[src/rtl/gpio_bank.sv]
// GPIO bank with a pipelined Wishbone slave: output register, debounced inputs,
// rising-edge status flags (write-1-to-clear) and a level interrupt.
module gpio_bank #(
    parameter int NB_OUTPUTS      = 2,
    parameter int NB_INPUTS       = 2,
    parameter int DEBOUNCE_CYCLES = 16
) (
    input  logic                  clk_i,
    input  logic                  rst_i,
    input  logic [31:0]           wb_adr_i,
    input  logic [31:0]           wb_dat_i,
    output logic [31:0]           wb_dat_o,
    input  logic [3:0]            wb_sel_i,
    input  logic                  wb_we_i,
    input  logic                  wb_stb_i,
    input  logic                  wb_cyc_i,
    output logic                  wb_ack_o,
    output logic                  wb_stall_o,
    output logic [NB_OUTPUTS-1:0] gpio_o,
    input  logic [NB_INPUTS-1:0]  gpio_i,
    output logic                  irq_o
);

    localparam int CW = $clog2(DEBOUNCE_CYCLES) + 1;
    localparam logic [CW-1:0] CNT_LAST = CW'(DEBOUNCE_CYCLES - 1);

    function automatic logic [31:0] lane_mask(input logic [3:0] sel);
        lane_mask = {{8{sel[3]}}, {8{sel[2]}}, {8{sel[1]}}, {8{sel[0]}}};
    endfunction

    logic [NB_OUTPUTS-1:0] out_r;
    logic [NB_INPUTS-1:0]  in_r;
    logic [NB_INPUTS-1:0]  status_r;
    logic [NB_INPUTS-1:0]  irqen_r;
    logic [NB_INPUTS-1:0]  sync1_r;
    logic [NB_INPUTS-1:0]  sync2_r;
    logic [CW-1:0]         cnt_r [NB_INPUTS];
    logic                  ack_r;
    logic [31:0]           dat_r;
    logic                  irq_r;

    logic                  req_s;
    logic                  wr_s;
    logic [1:0]            adr_s;
    logic [31:0]           mask_s;
    logic [NB_OUTPUTS-1:0] out_next_s;
    logic [NB_INPUTS-1:0]  irqen_next_s;
    logic [NB_INPUTS-1:0]  in_next_s;
    logic [NB_INPUTS-1:0]  rise_s;
    logic [NB_INPUTS-1:0]  clr_s;
    logic [NB_INPUTS-1:0]  status_next_s;
    logic [CW-1:0]         cnt_next_s [NB_INPUTS];
    logic [31:0]           rdata_s;
    logic                  unused_s;

    assign req_s    = wb_cyc_i & wb_stb_i;
    assign wr_s     = req_s & wb_we_i;
    assign adr_s    = wb_adr_i[3:2];
    assign mask_s   = lane_mask(wb_sel_i);
    assign unused_s = ^{wb_adr_i, wb_dat_i, mask_s};

    // Per-bit debounce: count mismatching cycles, accept on the last one
    always_comb begin
        for (int i = 0; i < NB_INPUTS; i++) begin
            in_next_s[i]  = in_r[i];
            cnt_next_s[i] = {CW{1'b0}};
            if (sync2_r[i] != in_r[i]) begin
                if (cnt_r[i] == CNT_LAST) begin
                    in_next_s[i]  = sync2_r[i];
                    cnt_next_s[i] = {CW{1'b0}};
                end else begin
                    cnt_next_s[i] = cnt_r[i] + CW'(1);
                end
            end else begin
                cnt_next_s[i] = {CW{1'b0}};
            end
        end
        rise_s = in_next_s & ~in_r;
    end

    // Register write decode with byte-lane masking; a new edge beats a clear
    always_comb begin
        out_next_s   = out_r;
        irqen_next_s = irqen_r;
        clr_s        = {NB_INPUTS{1'b0}};
        if (wr_s) begin
            case (adr_s)
                2'd0: out_next_s = (out_r & ~mask_s[NB_OUTPUTS-1:0])
                                 | (wb_dat_i[NB_OUTPUTS-1:0] & mask_s[NB_OUTPUTS-1:0]);
                2'd2: clr_s = wb_dat_i[NB_INPUTS-1:0] & mask_s[NB_INPUTS-1:0];
                2'd3: irqen_next_s = (irqen_r & ~mask_s[NB_INPUTS-1:0])
                                   | (wb_dat_i[NB_INPUTS-1:0] & mask_s[NB_INPUTS-1:0]);
                default: out_next_s = out_r;
            endcase
        end else begin
            clr_s = {NB_INPUTS{1'b0}};
        end
        status_next_s = (status_r & ~clr_s) | rise_s;
    end

    // Read mux over pre-update register state
    always_comb begin
        rdata_s = 32'd0;
        case (adr_s)
            2'd0:    rdata_s[NB_OUTPUTS-1:0] = out_r;
            2'd1:    rdata_s[NB_INPUTS-1:0]  = in_r;
            2'd2:    rdata_s[NB_INPUTS-1:0]  = status_r;
            2'd3:    rdata_s[NB_INPUTS-1:0]  = irqen_r;
            default: rdata_s = 32'd0;
        endcase
    end

    // State, synchroniser and bus response registers
    always_ff @(posedge clk_i) begin
        if (rst_i) begin
            out_r    <= {NB_OUTPUTS{1'b0}};
            in_r     <= {NB_INPUTS{1'b0}};
            status_r <= {NB_INPUTS{1'b0}};
            irqen_r  <= {NB_INPUTS{1'b0}};
            sync1_r  <= {NB_INPUTS{1'b0}};
            sync2_r  <= {NB_INPUTS{1'b0}};
            for (int i = 0; i < NB_INPUTS; i++) begin
                cnt_r[i] <= {CW{1'b0}};
            end
            ack_r    <= 1'b0;
            dat_r    <= 32'd0;
            irq_r    <= 1'b0;
        end else begin
            out_r    <= out_next_s;
            in_r     <= in_next_s;
            status_r <= status_next_s;
            irqen_r  <= irqen_next_s;
            sync1_r  <= gpio_i;
            sync2_r  <= sync1_r;
            for (int i = 0; i < NB_INPUTS; i++) begin
                cnt_r[i] <= cnt_next_s[i];
            end
            ack_r    <= req_s;
            dat_r    <= (req_s && !wb_we_i) ? rdata_s : 32'd0;
            irq_r    <= |(status_r & irqen_r);
        end
    end

    // A reset arriving in the ack cycle suppresses that ack immediately
    assign wb_ack_o   = ack_r & ~rst_i;
    assign wb_dat_o   = rst_i ? 32'd0 : dat_r;
    assign wb_stall_o = 1'b0;
    assign gpio_o     = out_r;
    assign irq_o      = irq_r;

endmodule
[config.mk]
export PLATFORM = sky130hd
export DESIGN_NAME = gpio_bank
export DESIGN_NICKNAME = d
export VERILOG_FILES = /design/src/rtl/gpio_bank.sv
export SDC_FILE = /design/constraint.sdc
export NUM_CORES = 1
export LEC_CHECK = 0
export ABC_AREA = 1
export ABC_CLOCK_PERIOD_IN_PS = 2900
export CORE_ASPECT_RATIO = 0.7
export CORE_MARGIN = 2
export CORE_UTILIZATION = 34
export DETAILED_ROUTE_END_ITERATION = 16
export PLACE_DENSITY = 0.85
export SYNTH_ARGS = -nofsm -noshare
export SYNTH_HDL_FRONTEND = slang
export SYNTH_SLANG_ARGS = --single-unit
[constraint.sdc]
create_clock -name clk_i -period 2.9 [get_ports clk_i]
set_clock_uncertainty 0.15 [all_clocks]
set_input_delay 0.29 -clock clk_i [delete_from_list [all_inputs] [get_ports clk_i]]
set_output_delay 0.29 -clock clk_i [all_outputs]
set_load 0.005 [all_outputs]
After elaboration in Yosys (flattened, before gate mapping). Memory sizes are Yosys's and may differ from the RTL's. Cells that the tools add are included.

Bits in registers: 46. Bits in latches: 0. Memory bits (writable): 10. ROM bits: 0. Bits of input ports: 75. Output and inout port bits: 37. Word-level logic and storage cells: 63. Memories kept: 1.

$add $sub $neg: 2. Multipliers: 0. Div/mod/pow operators: 0. Magnitude comparators: 0. Equality and inequality tests: 7. Shifts and indexed selects: 0. Multiplexer cells: 17. Bitwise gates (word level): 19. Reduce and logical (&&, ||, !) cells: 7.

Memory list: cnt_r (depth 2, width 5, read ports 2, clocked after Yosys merged registers in 0, write ports 2, line 37) `logic [CW-1:0] cnt_r [NB_INPUTS];`.

Operators by type and width (number): $mux W32 (1); $mux W5 (6); $and A2 B2 Y2 (6); $add A5 B1 Y5 const B (2); $eq A5 B4 Y1 const B (2); $pmux W2 S4 (1); $mux W1 (7); $not A2 Y2 (3); $or A2 B2 Y2 (3); $eq A2 B2 Y1 const B (2); $mux W2 (2); $reduce_and A2 Y1 (2); $reduce_or A2 Y1 (2); $and A1 B1 Y1 (3); $eq A2 B1 Y1 const B (1); $logic_not A2 Y1 (1); $ne A1 B1 Y1 (2); $not A1 Y1 (2); $or A1 B1 Y1 (2); $logic_and A1 B1 Y1 (1); $logic_not A1 Y1 (1).

Longest topological paths before layout.
Depth after elaboration: 6. Mapped depth: 7. Gate-level depth less buffers: 7.

Worst setup path after synthesis. OpenSTA, ideal clock, no wires.

Path type: flip-flop to flip-flop. From: mem cnt_r[0][0] (netlist name). To: mem cnt_r[0][0] (netlist name). Setup time: 67 ps. Arrival time: 1189 ps. Required time: 2683 ps. Path slack: 1494 ps. Stages on the path, launching flop included: 7. Buffers on the path: 0. Clock period less this slack: 1406 ps. Cell sequence: dfxtp_1 ha_1 and3_1 ha_1 inv_1 o211ai_1 nor2_1.

RTL lines (line): from (decl) (37).

Final worst setup path.
From: in rst_i. To: out wb_ack_o.

Word-level cells in the longest chain between the ends: 2.

Ends and longest elaborated chain: from (decl) (line 9) `input logic rst_i,`; $not A1 Y1 (line 145) `assign wb_ack_o = ack_r & ~rst_i;`; $and A1 B1 Y1 (line 145); to (decl) (line 17) `output logic wb_ack_o,`.

Every way passes these cells.

==> flow_metrics.tcl <==
set metrics [dict create \
    outcome "complete, no violations" \
    final_layout_size_suffix_gt1_share_pct 7.18 \
    htreeDepth 1 \
    synth-edff-count 0 \
    dieArea_um2 4440 \
    hold_path_end "sync2_r[0]$_SDFF_PP0_" \
    holdCritPathClass "reg2reg" \
    drc 0 \
    max_freq_ghz 0.470 \
    synth.distinct_cells 24 \
    grt_pass1_vias 804 \
    worst_ep_arrival_time_ns 1.69 \
    pin_count 112 \
    grt_pass1_wl_mm 3.42 \
    path_class "in2out" \
    placed_cells 241 \
    cp_top_family "buffers and inverters" \
    die_w_um 78.8 \
    path_buf_inv 2 \
    cpMostUsedCell "clkdlybuf4s50_1" \
    track_usage_pct 9.81 \
    start_util_pct 36.7 \
    area_growth_pct 13.0 \
    finalSetupViolations 0 \
    intPower_uw 568 \
    overflow 0 \
    r2r_start "cnt_r[0][0]$_SDFF_PP0_" \
    synth_top_cell_by_area "dfxtp_1" \
    r2r_end "cnt_r[0][4]$_SDFF_PP0_" \
    cp-end-kind "output pin" \
    final_cells 245 \
    synth_warnings 0 \
    slew_headroom_pct 64.2 \
    vias 985 \
    cpPeakStageDelay_ns 0.68 \
    cts_sinks 26 \
    dpl.hpwl_mm 1.70 \
    p_seq_share_pct 50.6 \
    cts_root_buffer "clkbuf_8" \
    syn_inst 176 \
    finalWirelength_mm 2.16 \
    cp.required_ns 2.46 \
    p_clk_share_pct 41.7 \
    cts_tree "yes" \
    die_h_um 56.4 \
    p_leak_nw 0.657 \
    dr.first_iter.drc_count 37 \
    synth.cell_area_um2 1330 \
    tightest_slew_ns 0.535 \
    critPathSlowestCell "clkdlybuf4s50_1" \
    yosys_most_used_dff "dfxtp_1" \
    min_period_ns 2.13 \
    hp-start "sync1_r[0]$_SDFF_PP0_" \
    num_rows 18 \
    vdd_ir_drop_max_mv 0.180 \
    antenna_found_initial 0 \
    coreArea_um2 3630 \
    hold_viol 0 \
    critPathLaunchType "input pin" \
    numCtsBuffers 3 \
    comb_power_share_pct 7.7 \
    p_sw_share_pct 21.0 \
    nNetsFinal 275 \
    synth_area_leaders "dfxtp_1 (39%), buf_4 (17%), nor2_1 (8.2%), inv_1 (6.2%), nand2_1 (5.9%)" \
    r2r_setup_slack_ns 1.35 \
    fin_tns_setup_ns 0 \
    crit_chain "clkdlybuf4s50_1 -> nor2_1 -> clkdlybuf4s50_1" \
    yosysTopAreaCellShare_pct 39.1 \
    cp_max_fo 13 \
    n_antenna_cell 0 \
    grt_max_degree 16 \
    power_uw 720 \
    ff2ff_path_depth 6 \
    synth_most_common_cell "buf_4" \
    synth_async_sr_flop_share_pct 0 \
    ctsLongestPathBuffers 2 \
    fin_util_pct 41.5 \
    place_congestion 0.864 \
    post-cts-setup-buffers 0 \
    postRouteAntennaNets 0 \
    clk_pin_slew_ns 0.09 \
    synth-seq-area-share_pct 39.1 \
    fin_hold_ws_ns 0.260 \
    cts_hold_buf 0 \
    insertion_delay_ns 0.27 \
    synth.avg_cell_area_um2 7.56 \
    synth_commonest_cells "buf_4 (31), nor2_1 (29), dfxtp_1 (26), inv_1 (22), nand2_1 (21)" \
    drv_slew 0 \
    firstDrtPassIters 6 \
    holdPathStages 2 \
    rsz0062_at_grt "no" \
    vias_per_cell 4.02 \
    wl_per_cell_um 8.82 \
    power.net_switching_uw 151 \
    final.period_utilization_pct 73.4 \
    cap_viol_max_count 0 \
    io_buffers 17 \
    p_per_area_nw_per_um2 478 \
    ys_ff_latch 26 \
    cts_resized 0 \
]
[placed cells by master, fill, tap and decap left out, drive strengths merged]
master / count
conb: 31
nor2: 31
dfxtp: 26
inv: 25
nand2: 24
clkdlybuf4s50: 17
a21oi: 10
nand3: 9
ha: 4
o21ai: 3
nand4: 3
clkbuf: 3
xnor2: 2
and3: 1
or2: 1
nor3: 1
o211ai: 1
a211oi: 1
xor2: 1
bufinv: 1
[worst min-delay path: cells and delay by family (launching register included)]
| kind | cells | cell delay, ns |
|---|---|---|
| flip-flops | 1 | 0.31 |
| buffers and inverters | 1 | 0.04 |
| AND/OR/NAND/NOR | 1 | 0.03 |
[how the worst max path moves through the flow]
stage               slack (ns)                      to                    from  depth (start not counted)
floorplan                 1.49  cnt_r[0][0]$_SDFF_PP0_  cnt_r[0][0]$_SDFF_PP0_                          6
global placement          0.76             wb_dat_o[1]                   rst_i                          3
detailed placement        0.74                wb_ack_o                   rst_i                          3
CTS                       0.74                wb_ack_o                   rst_i                          3
global route              0.65             wb_dat_o[1]                   rst_i                          3
finish                    0.77                wb_ack_o                   rst_i                          3
[power groups by stage]
| stage | clock network [mW] | registers [mW] | logic, mW |
|---|---|---|---|
| 4_1_cts | 0.306 | 0.364 | 0.0546 |
| 6_report | 0.300 | 0.364 | 0.0552 |
| 3_3_place_gp | 0 | 0.373 | 0.0536 |
| 2_1_floorplan | 0 | 0.372 | 0.0619 |
| 3_5_place_dp | 0 | 0.373 | 0.0544 |
| 5_1_grt | 0.322 | 0.365 | 0.0627 |
[cell families (layout without fill, tap and decap cells)]
family | Yosys count | in the layout | synth area share [%]
and+or+nand+nor | 70 | 70 | 22.9
buffers and inverters | 57 | 46 | 25.4
DFF | 26 | 26 | 39.1
AOI/OAI and AO/OA | 15 | 15 | 6.58
adders and majority gates | 4 | 4 | 3.76
xor gates and xnor gates | 3 | 3 | 1.97
other | 1 | 31 | 0.282
[metrics by stage]
step                area (um^2)  worst slack [ns]
floorplan                  1440              1.49
global placement           1430             0.755
detailed placement         1430             0.743
CTS                        1500             0.744
global route               1500             0.653
finish                     1500             0.773
[metal layers]
metal | GRT usage, % | part of all wire [%] | vias to the layer above
li1 | - | - | 520
met2 | 15.6 | 45 | 27
met3 | 4.34 | 5.9 | 2
met5 | 0 | 0 | -
met1 | 12.2 | 48 | 436
met4 | 2.26 | 0.60 | 0
[layout make-up]
type / instances / area [um^2]
Sequential cell: 26 / 520
Timing Repair Buffer: 17 / 170
Multi-Input combinational cell: 123 / 586
Fill cell: 400 / 2120
Clock buffer: 3 / 41.3
Tap cell: 50 / 62.6
Clock inverter: 1 / 30.0
Inverter: 25 / 93.8
No activity file was read; power rests on OpenSTA's default activity.
